$ cat src/rtl/usb_tx_sequencer.sv
// USB bulk-endpoint transmit sequencer: paces bit slots for the NRZI encoder
// and drives SYNC, LSB-first payload, stuff bits and the SE0/SE0/J end-of-packet.
module usb_tx_sequencer #(
   parameter int CLK_DIV = 4
) (
   input  logic       clk,
   input  logic       n_rst,
   input  logic       tx_start,
   input  logic [6:0] tx_size,
   input  logic [7:0] tx_data,
   output logic       get_byte,
   output logic       clk12,
   output logic       serial_out,
   output logic       enc_en,
   output logic       bit_stuff_en,
   output logic       eop_en,
   output logic       eop_reset,
   output logic       bytecomplete,
   output logic       tx_busy,
   output logic       tx_done
);

   localparam int TW = $clog2(CLK_DIV);
   localparam logic [TW-1:0] TMAX = TW'(CLK_DIV - 1);

   typedef enum logic [2:0] {
      S_IDLE,
      S_SYNC,
      S_DATA,
      S_STUFF,
      S_EOP1,
      S_EOP2,
      S_EOPJ
   } state_t;

   state_t        state_q, state_d;
   logic [TW-1:0] timer_q, timer_d;
   logic [2:0]    ones_q, ones_d;
   logic [2:0]    bitidx_q, bitidx_d;
   logic [7:0]    shift_q, shift_d;
   logic [6:0]    left_q, left_d;
   logic          last_q, last_d;
   logic          done_q, done_d;

   logic          strobe;
   logic [2:0]    ones_nx;
   logic          stuff_nx;

   always_comb begin
      state_d      = state_q;
      timer_d      = timer_q;
      ones_d       = ones_q;
      bitidx_d     = bitidx_q;
      shift_d      = shift_q;
      left_d       = left_q;
      last_d       = last_q;
      done_d       = 1'b0;
      get_byte     = 1'b0;
      serial_out   = 1'b0;
      enc_en       = 1'b0;
      bit_stuff_en = 1'b0;
      eop_en       = 1'b0;
      eop_reset    = 1'b0;
      bytecomplete = 1'b0;
      ones_nx      = 3'd0;
      stuff_nx     = 1'b0;

      strobe = (state_q != S_IDLE) && (timer_q == TMAX);

      if (state_q != S_IDLE) begin
         timer_d = strobe ? '0 : timer_q + TW'(1);
      end

      case (state_q)
         S_IDLE: begin
            if (tx_start) begin
               state_d  = S_SYNC;
               left_d   = tx_size;
               timer_d  = '0;
               ones_d   = 3'd0;
               bitidx_d = 3'd0;
               shift_d  = 8'h80;
               last_d   = 1'b0;
            end
         end

         S_SYNC, S_DATA: begin
            if (strobe) begin
               enc_en     = 1'b1;
               serial_out = shift_q[0];
               ones_nx    = shift_q[0] ? ones_q + 3'd1 : 3'd0;
               stuff_nx   = (ones_nx == 3'd6);
               ones_d     = ones_nx;
               if (bitidx_q != 3'd7) begin
                  bitidx_d = bitidx_q + 3'd1;
                  shift_d  = {1'b0, shift_q[7:1]};
                  state_d  = stuff_nx ? S_STUFF : state_q;
               end else begin
                  bytecomplete = 1'b1;
                  bitidx_d     = 3'd0;
                  if (left_q != 7'd0) begin
                     // FIFO head is consumed in this same cycle
                     get_byte = 1'b1;
                     shift_d  = tx_data;
                     left_d   = left_q - 7'd1;
                     state_d  = stuff_nx ? S_STUFF : S_DATA;
                  end else begin
                     last_d  = 1'b1;
                     state_d = stuff_nx ? S_STUFF : S_EOP1;
                  end
               end
            end
         end

         S_STUFF: begin
            if (strobe) begin
               bit_stuff_en = 1'b1;
               ones_d       = 3'd0;
               state_d      = last_q ? S_EOP1 : S_DATA;
            end
         end

         S_EOP1: begin
            if (strobe) begin
               eop_en  = 1'b1;
               state_d = S_EOP2;
            end
         end

         S_EOP2: begin
            if (strobe) begin
               eop_en  = 1'b1;
               state_d = S_EOPJ;
            end
         end

         S_EOPJ: begin
            if (strobe) begin
               eop_reset = 1'b1;
               state_d   = S_IDLE;
               done_d    = 1'b1;
            end
         end

         default: begin
            state_d = S_IDLE;
         end
      endcase
   end

   assign clk12   = strobe;
   assign tx_busy = (state_q != S_IDLE);
   assign tx_done = done_q;

   always_ff @(posedge clk or negedge n_rst) begin
      if (!n_rst) begin
         state_q  <= S_IDLE;
         timer_q  <= '0;
         ones_q   <= 3'd0;
         bitidx_q <= 3'd0;
         left_q   <= 7'd0;
         last_q   <= 1'b0;
         done_q   <= 1'b0;
      end else begin
         state_q  <= state_d;
         timer_q  <= timer_d;
         ones_q   <= ones_d;
         bitidx_q <= bitidx_d;
         left_q   <= left_d;
         last_q   <= last_d;
         done_q   <= done_d;
      end
   end

   // Shift register is pure data: always loaded on accept before use
   always_ff @(posedge clk) begin
      shift_q <= shift_d;
   end

endmodule

$ cat config.mk
export PLATFORM = sky130hd
export DESIGN_NAME = usb_tx_sequencer
export DESIGN_NICKNAME = d
export VERILOG_FILES = /design/src/rtl/usb_tx_sequencer.sv
export SDC_FILE = /design/constraint.sdc
export NUM_CORES = 1
export LEC_CHECK = 0
export BUFFER_PORTS_ARGS = -buffer_cell sky130_fd_sc_hd__buf_2
export CAP_MARGIN = 20
export CORE_MARGIN = 2
export CORE_UTILIZATION = 35
export CTS_BUF_LIST = sky130_fd_sc_hd__clkbuf_16
export CTS_CLUSTER_DIAMETER = 40
export DETAILED_ROUTE_END_ITERATION = 16
export GPL_TIMING_DRIVEN = 0
export SYNTH_ARGS = -nofsm -noshare
export SYNTH_HDL_FRONTEND = slang
export SYNTH_SLANG_ARGS = --single-unit
$ cat constraint.sdc
create_clock -name clk -period 2.76 [get_ports clk]
set_input_delay 0 -clock clk [delete_from_list [all_inputs] [get_ports clk]]
set_output_delay 0 -clock clk [all_outputs]
set_load 0.03 [all_outputs]
# --- After elaboration in Yosys (flattened, before gate mapping) ---
# Index checks and enable logic that the tools add are counted.
totals:
  ff_bits: 28
  latchBits: 0
  ram_bits: 0
  rom_bits: 0
  in_bits: 18
  output_inout_bits: 10
  wordCells: 99
  memories: 0
classes:
  add_sub_neg: 4
  multipliers: 0
  div_mod_pow: 0
  magnitude_cmp: 0
  eq_ne: 20
  n_shift: 0
  mux: 53
  bitwise: 0
  reduce_logical: 14
op_table:
  columns: ["cell", "n"]
  rows:
  - ["3-bit two-way mux", 16]
  - ["8-bit two-way mux", 4]
  - ["7-bit two-way mux", 4]
  - ["1-bit two-way mux", 19]
  - ["2-bit != test (second input constant)", 9]
  - ["3-bit one-hot mux with 6 select lines", 1]
  - ["8-bit one-hot mux with 2 select lines", 1]
  - ["7-bit one-hot mux with 2 select lines", 1]
  - ["3-bit == test (second input constant)", 4]
  - ["5-bit AND reduction", 2]
  - ["3-bit != test (second input constant)", 3]
  - ["3-bit one-hot mux with 3 select lines", 1]
  - ["2-bit two-way mux", 4]
  - ["4-bit AND reduction", 2]
  - ["7-bit AND reduction", 1]
  - ["7-bit nonzero test", 1]
  - ["7-bit by 1-bit subtractor with 7-bit output (second input constant)", 1]
  - ["3-bit by 1-bit adder with 3-bit output (second input constant)", 2]
  - ["3-bit by 2-bit == test with 1-bit output (second input constant)", 2]
  - ["3-bit one-hot mux with 2 select lines", 1]
  - ["3-bit nonzero test", 2]
  - ["2-bit OR reduction", 2]
  - ["3-bit by 1-bit == test with 1-bit output (second input constant)", 1]
  - ["3-bit logical NOT", 1]
  - ["6 further kinds", 6]

# --- Longest topological paths before layout ---
# Gate-level depths: netlist of run 1.
logic_depth:
  word_depth: 8
  ltp_mapped: 7

# --- Least setup slack after synthesis of run 1 ---
# No wires, ideal clock.
synth_path:
  kind: "reg-to-reg"
  from: "register state_q[0]"
  to: "register shift_q[0] (enable)"
  setup_ns: 0.384
  t_arrival_ns: 1.783
  t_required_ns: 2.376
  setup_slack_ns: 0.593
  stages_incl_launch_ff: 6
  n_path_buf: 1
  period_less_slack_ns: 2.167
  path_cell_list: "dfrtp_1 > buf_6 > xnor2_1 > nor2_1 > nand2_1 > o21ai_0"
synth_via:
  elab_chain_cells: 4
  word_cells_on_any_way: 11
  cone_classes: "5 x eq/ne; 6 x reduce/logical"
synth_rtl:
  columns: ["element", "line", "rtl"]
  rows:
  - ["start, declared", "36", "state_t state_q, state_d;"]
  - ["start signal, assigned", "165", "state_q <= state_d;"]
  - ["3-bit by 1-bit == test with 1-bit output, or another cell as far along", "74", "case (state_q)"]
  - ["2-bit OR reduction / 1-bit logical AND (equally long branches)", "74, 68", null]
  - ["3-bit != test (no line), or another cell as far along", null, null]
  - ["4-bit AND reduction (no line) (*)", null, null]
  - ["end signal, assigned", "177", "shift_q <= shift_d;"]
  - ["end, declared", "40", "logic [7:0] shift_q, shift_d;"]
# Mark *: on every way between the ends. The rest lies on a longest branch, timed or not.
# A chain may end at the register's enable or synchronous reset.

# --- Worst setup path after layout of run 1 ---
layout_path:
  from: "register state_q[2]"
  to: "register shift_q[2] (enable)"
# Same word-level chain as after synthesis.

==> results of run 1 <==
layout make-up:
cell class	instances	area, um2
well taps	54	67.6
flip-flops and latches	28	741
clock inverters	1	30.0
clock buffers	3	75.1
multi-input cells	126	816
plain buffers	10	62.6
repair buffers	31	170
fillers	464	2630
inverters	10	37.5
cells by family (layout without fill, tap and decap cells):
group | Yosys count | after routing | share of synthesized area [%]
AND/OR/NAND/NOR | 64 | 64 | 20.2
multiplexers | 8 | 8 | 4.91
adder cells (fa/ha/maj) | 6 | 6 | 4.53
AO/OA/AOI/OAI | 46 | 46 | 18.5
flip-flops | 28 | 28 | 44.7
XOR/XNOR | 2 | 2 | 1.06
buffers and inverters | 20 | 55 | 6.04
flip-flops by register name, indices dropped and copies added, names as in the netlist:
register,count
ones_q,3
timer_q,2
tx_done,1
shift_q,8
last_q,1
left_q,7
bitidx_q,3
state_q,3
cell usage in the layout (no fill, tap or decap), drive strengths merged, types with 2 or more instances in the layout:
cell type	count
a21oi	13
ha	6
a21o	2
edfxtp	8
nand2	15
xnor2	2
dfrtp	20
and3	2
o211ai	2
nand2b	3
buf	34
nor2b	3
o31ai	2
dlygate4sd3	3
mux2i	7
or4b	2
inv	10
or2	2
a31o	3
a22oi	2
nor3	7
o21ai	14
clkbuf	7
a31oi	2
nor2	14
nand4	2
nand3	7
metrics by stage:
| stage | worst slack [ps] | instance area (um2) |
|---|---|---|
| final | 491 | 2000 |
| after global routing | 150 | 2000 |
| after CTS | 457 | 2000 |
| after detailed placement | 491 | 1860 |
| after global placement | -37.4 | 1860 |
| after floorplan | 593 | 1660 |
worst max-delay path: stages (launching register included):
cell and delay, ps:
dfrtp_1 440, clkbuf_1 230, nor2_1 490, nand2_1 220, o21ai_0 310, buf_2 270
routing by layer:
| metal | vias to the layer above | GRT usage, % | wire, um |
|---|---|---|---|
| li1 | 701 | - | - |
| met1 | 625 | 21.7 | 1810 |
| met2 | 36 | 23.7 | 1590 |
| met3 | 8 | 3.45 | 164 |
| met4 | 0 | 5.97 | 76 |
| met5 | - | 0 | 0 |
report_power, final:
part | leakage (uW) | switching [uW] | internal [uW]
combinational | 0.000517 | 671 | 416
sequential | 0.000324 | 111 | 649
clock | 0.0000511 | 148 | 289
worst paths after layout:
kind,from,endpoint,slack (ps)
min in group asynchronous,n_rst,timer_q[0],220
setup reg to reg,state_q[2],shift_q[2],490
setup / recovery,state_q[2],shift_q[2],490
max in group asynchronous,n_rst,bitidx_q[0],2210
hold reg to reg,left_q[0],left_q[0],480
hold / removal,tx_data[7],shift_q[7],8
==> impl_metrics.py, run 1 <==
metrics = {
    "global_route": {
        "antenna_found_initial": 0,
        "grt-ovfl-total": 0,
        "grt_max_degree": 21,
        "grt_pass1_vias": 1376,
        "grt_usage_pct": 15.6,
        "grt_pass1_wl_um": 6440,
    },
    "clocking": {
        "clockBufferDepth": 2,
        "clock_latency_ps": 270,
        "cts_root_buffer": "clkbuf_16",
        "clock_sink_count": 28,
        "cts_buffers": 3,
        "cts_setup_buffers": 0,
        "cts_tree": "yes",
        "cts_max_level": 1,
        "ctsHoldBuffers": 3,
        "clk_pin_slew_ps": 70,
        "post_cts_resized": 0,
    },
    "timing": {
        "hold_ws_ps": 7.57,
        "worst_pin_slew_ps": 684,
        "drv_slew": 0,
        "fin_crit_ps": 2270,
        "setup_viol_count_final": 0,
        "fmax_ghz": 0.441,
        "clock_skew_ps": 5.82,
        "rsz0062_at_grt": "no",
        "tns_ps": 0,
        "fin_crit_sh_pct": 82.2,
        "hold_violations": 0,
        "slew_headroom_pct": 54.0,
    },
    "synth": {
        "syn_area_um2": 1660,
        "yosysSeqAreaShare_pct": 44.7,
        "yosys.cell_types.count": 47,
        "yosysWarnings": 0,
        "ys.flop_type": "dfrtp_1",
        "synth_async_sr_flop_share_pct": 71.4,
        "ys_seq_elements": 28,
        "synth_edf_count": 8,
        "yosys.area.top_type_share_pct": 30.2,
        "avgSynthCellArea_um2": 9.52,
        "syn_nets": 198,
        "synthCells": 174,
        "synth.area.top_cells": "dfrtp_1, edfxtp_1, ha_1",
        "yosys-top-cells-count": "dfrtp_1, nand2_1, nor2_1, a21oi_1, o21ai_0",
        "synth.most_common_cell": "dfrtp_1",
        "synth_top_area_cell": "dfrtp_1",
    },
    "die": {
        "fp.coreArea_um2": 4630,
        "die-area_um2": 5300,
        "die_x_um": 72.8,
        "row_count": 25,
        "initial_core_util_pct": 35.8,
        "die_h_um": 72.8,
        "ios": 28,
    },
    "hold_path": {
        "min_path_type": "in2reg",
        "whs_path_depth": 3,
    },
    "critical_path": {
        "crit_fanout": 10,
        "crit_type": "reg2reg",
        "end_kind": "flop",
        "cp.required_ps": 2730,
        "worst_ep_arrival_time_ps": 2240,
        "reg2reg_depth": 5,
        "worstSetupStartpointType": "flop",
    },
    "cells_and_area": {
        "drive_gt1_share_pct": 22.5,
        "area_growth_pct": 20.7,
        "diodes": 0,
        "stdcell_count": 263,
        "nets": 234,
        "final_core_util_pct": 43.2,
    },
    "placement": {
        "hpwl_um": 2630,
        "gp_congestion": 0.792,
        "dp_cells": 256,
        "port_buffers": 27,
    },
    "routing": {
        "ant_nets": 0,
        "vias": 1370,
        "dr.first_iter.drc_count": 103,
        "drc": 0,
        "viasPerCell": 5.21,
        "wl_um": 3640,
        "first_pass_iters": 4,
        "wl_per_cell_um": 13.8,
    },
    "run": {
        "drv_cap": 0,
    },
    "run_status": {
        "outcome": "complete, no violations",
    },
    "pwr": {
        "total_power_uw": 2280,
        "p_leak_uw": 0.000892,
        "peakVddDrop_v": 0.000499,
        "power_density_nw_per_um2": 1140,
    },
}
(Power assumes the default switching activity.)
==> run 2, diff against run 1 <==
==> constraint.sdc (replaced) <==
create_clock -name clk -period 1.93 [get_ports clk]
set_input_delay 0 -clock clk [delete_from_list [all_inputs] [get_ports clk]]
set_output_delay 0 -clock clk [all_outputs]
set_load 0.03 [all_outputs]
==> impl_metrics.py, run 2 (synthesized netlist as in run 1, its figures left out) <==
metrics = {
    "die": {
        "die_x_um": 72.8,
        "die_h_um": 72.8,
        "fp.coreArea_um2": 4630,
        "initial_core_util_pct": 35.8,
        "die-area_um2": 5300,
        "ios": 28,
        "row_count": 25,
    },
    "hold_path": {
        "min_path_type": "in2reg",
        "whs_path_depth": 3,
    },
    "pwr": {
        "p_leak_uw": 0.000914,
        "total_power_uw": 3430,
        "power_density_nw_per_um2": 1660,
        "peakVddDrop_v": 0.000667,
    },
    "cells_and_area": {
        "drive_gt1_share_pct": 27.9,
        "final_cell_mix": "buf_2, dfrtp_1, nand2_1",
        "final_core_util_pct": 44.6,
        "layout_commonest_cell": "buf_2",
        "nets": 233,
        "area_growth_pct": 24.6,
        "n_fill_cell": 454,
        "largest_reg_flops": 8,
        "stdcell_count": 262,
        "reg_top3": "shift_q x8, left_q x7",
        "largest-register": "shift_q",
        "diodes": 0,
    },
    "critical_path": {
        "crit_fanout": 3,
        "worst_ep_arrival_time_ps": 1960,
        "cp.required_ps": 2090,
        "crit_type": "reg2reg",
        "reg2reg_depth": 6,
        "worstSetupStartpointType": "flop",
        "end_kind": "flop",
    },
    "global_route": {
        "grt_max_degree": 21,
        "grt_pass1_vias": 1276,
        "grt-ovfl-total": 0,
        "grt_pass1_wl_um": 6160,
        "antenna_found_initial": 0,
        "grt_usage_pct": 14.8,
    },
    "timing": {
        "fin_crit_ps": 1800,
        "slew_headroom_pct": 67.0,
        "hold_ws_ps": 10.2,
        "hold_violations": 0,
        "fmax_ghz": 0.556,
        "fin_crit_sh_pct": 93.2,
        "rsz0062_at_grt": "no",
        "worst_pin_slew_ps": 494,
        "drv_slew": 0,
        "clock_skew_ps": 4.47,
        "setup_viol_count_final": 0,
    },
    "clocking": {
        "cts_buffers": 3,
        "clockBufferDepth": 2,
        "cts_max_level": 1,
        "clock_latency_ps": 270,
        "cts_root_buffer": "clkbuf_16",
        "cts_tree": "yes",
        "clk_pin_slew_ps": 70,
        "clock_sink_count": 28,
    },
    "routing": {
        "dr_wl_met3_um": 133,
        "viasPerCell": 5.31,
        "wl_um": 3700,
        "wl_met1_um": 1920,
        "first_pass_iters": 4,
        "top_layer_used": "met4",
        "route.met2.wl_um": 1610,
        "ant_nets": 0,
        "vias": 1392,
        "dr.first_iter.drc_count": 134,
        "drc": 0,
        "wl_per_cell_um": 14.1,
    },
    "placement": {
        "port_buffers": 27,
        "gp_congestion": 0.793,
        "dp_cells": 255,
        "hpwl_um": 2580,
    },
    "run": {
        "drv_cap": 0,
    },
    "run_status": {
        "outcome": "complete, no violations",
    },
}
[run 2: cell count changes in the layout (fill, tap and decap cells not counted), moves of 2 or more]
cell      change
o21ai_4       +2
o21ai_0       -2
clkbuf_1      -3
clkbuf_2      +2
[run 2: worst max-delay path, cell delays in order, from the launching register on]
cell and delay (ps):
dfrtp_1 380, inv_1 100, ha_2 200, or3b_4 390, or4b_1 460, o21ai_0 80
a21oi_1 80
[run 2: cell type report]
class / count / area (um2) / share of cell area (%)
Inverter: 10 / 37.5 / 1.82
Clock buffer: 3 / 75.1 / 3.64
Clock inverter: 1 / 30.0 / 1.45
Sequential cell: 28 / 741 / 35.9
Buffer: 9 / 62.6 / 3.03
Multi-Input combinational cell: 126 / 878 / 42.5
Timing Repair Buffer: 31 / 173 / 8.36
Tap cell: 54 / 67.6 / 3.27
[run 2: path summary, 6_finish.rpt]
check	slack, ps	startpoint	endpoint
max in group asynchronous	1360	n_rst	timer_q[0]
setup / recovery	130	left_q[1]	left_q[4]
hold reg to reg	510	bitidx_q[0]	bitidx_q[0]
setup reg to reg	130	left_q[1]	left_q[4]
min in group asynchronous	230	n_rst	tx_done
hold / removal	10	tx_data[7]	shift_q[7]
[run 2: what timing repair did]
item / 4_1_cts / 5_1_grt
buffers inserted: 0 / 1
hold buffers: 3 / 0
resized for setup: 7 / 9
endpoints found under the hold margin: 22 / 0
pin swaps: 0 / 2
setup endpoints to repair: 19 / 31
[run 2: metrics by stage]
stage / worst slack [ps] / TNS, ps / area, um2
2_1_floorplan: 126 / 0 / 1660
3_3_place_gp: -294 / -2590 / 1860
3_5_place_dp: -287 / -2340 / 1860
4_1_cts: 12.3 / 0 / 2020
5_1_grt: 2.56 / 0 / 2060
6_report: 131 / 0 / 2060
[run 2: metal layers]
metal,up-vias,track usage (%)
li1,694,-
met1,655,21.2
met2,37,23.5
met3,6,2.07
met4,0,3.70
met5,-,0
[run 2: power breakdown]
| part | switching (uW) | total (uW) | internal [uW] |
|---|---|---|---|
| combinational | 1020 | 1710 | 686 |
| clock | 215 | 628 | 414 |
| sequential | 164 | 1090 | 928 |
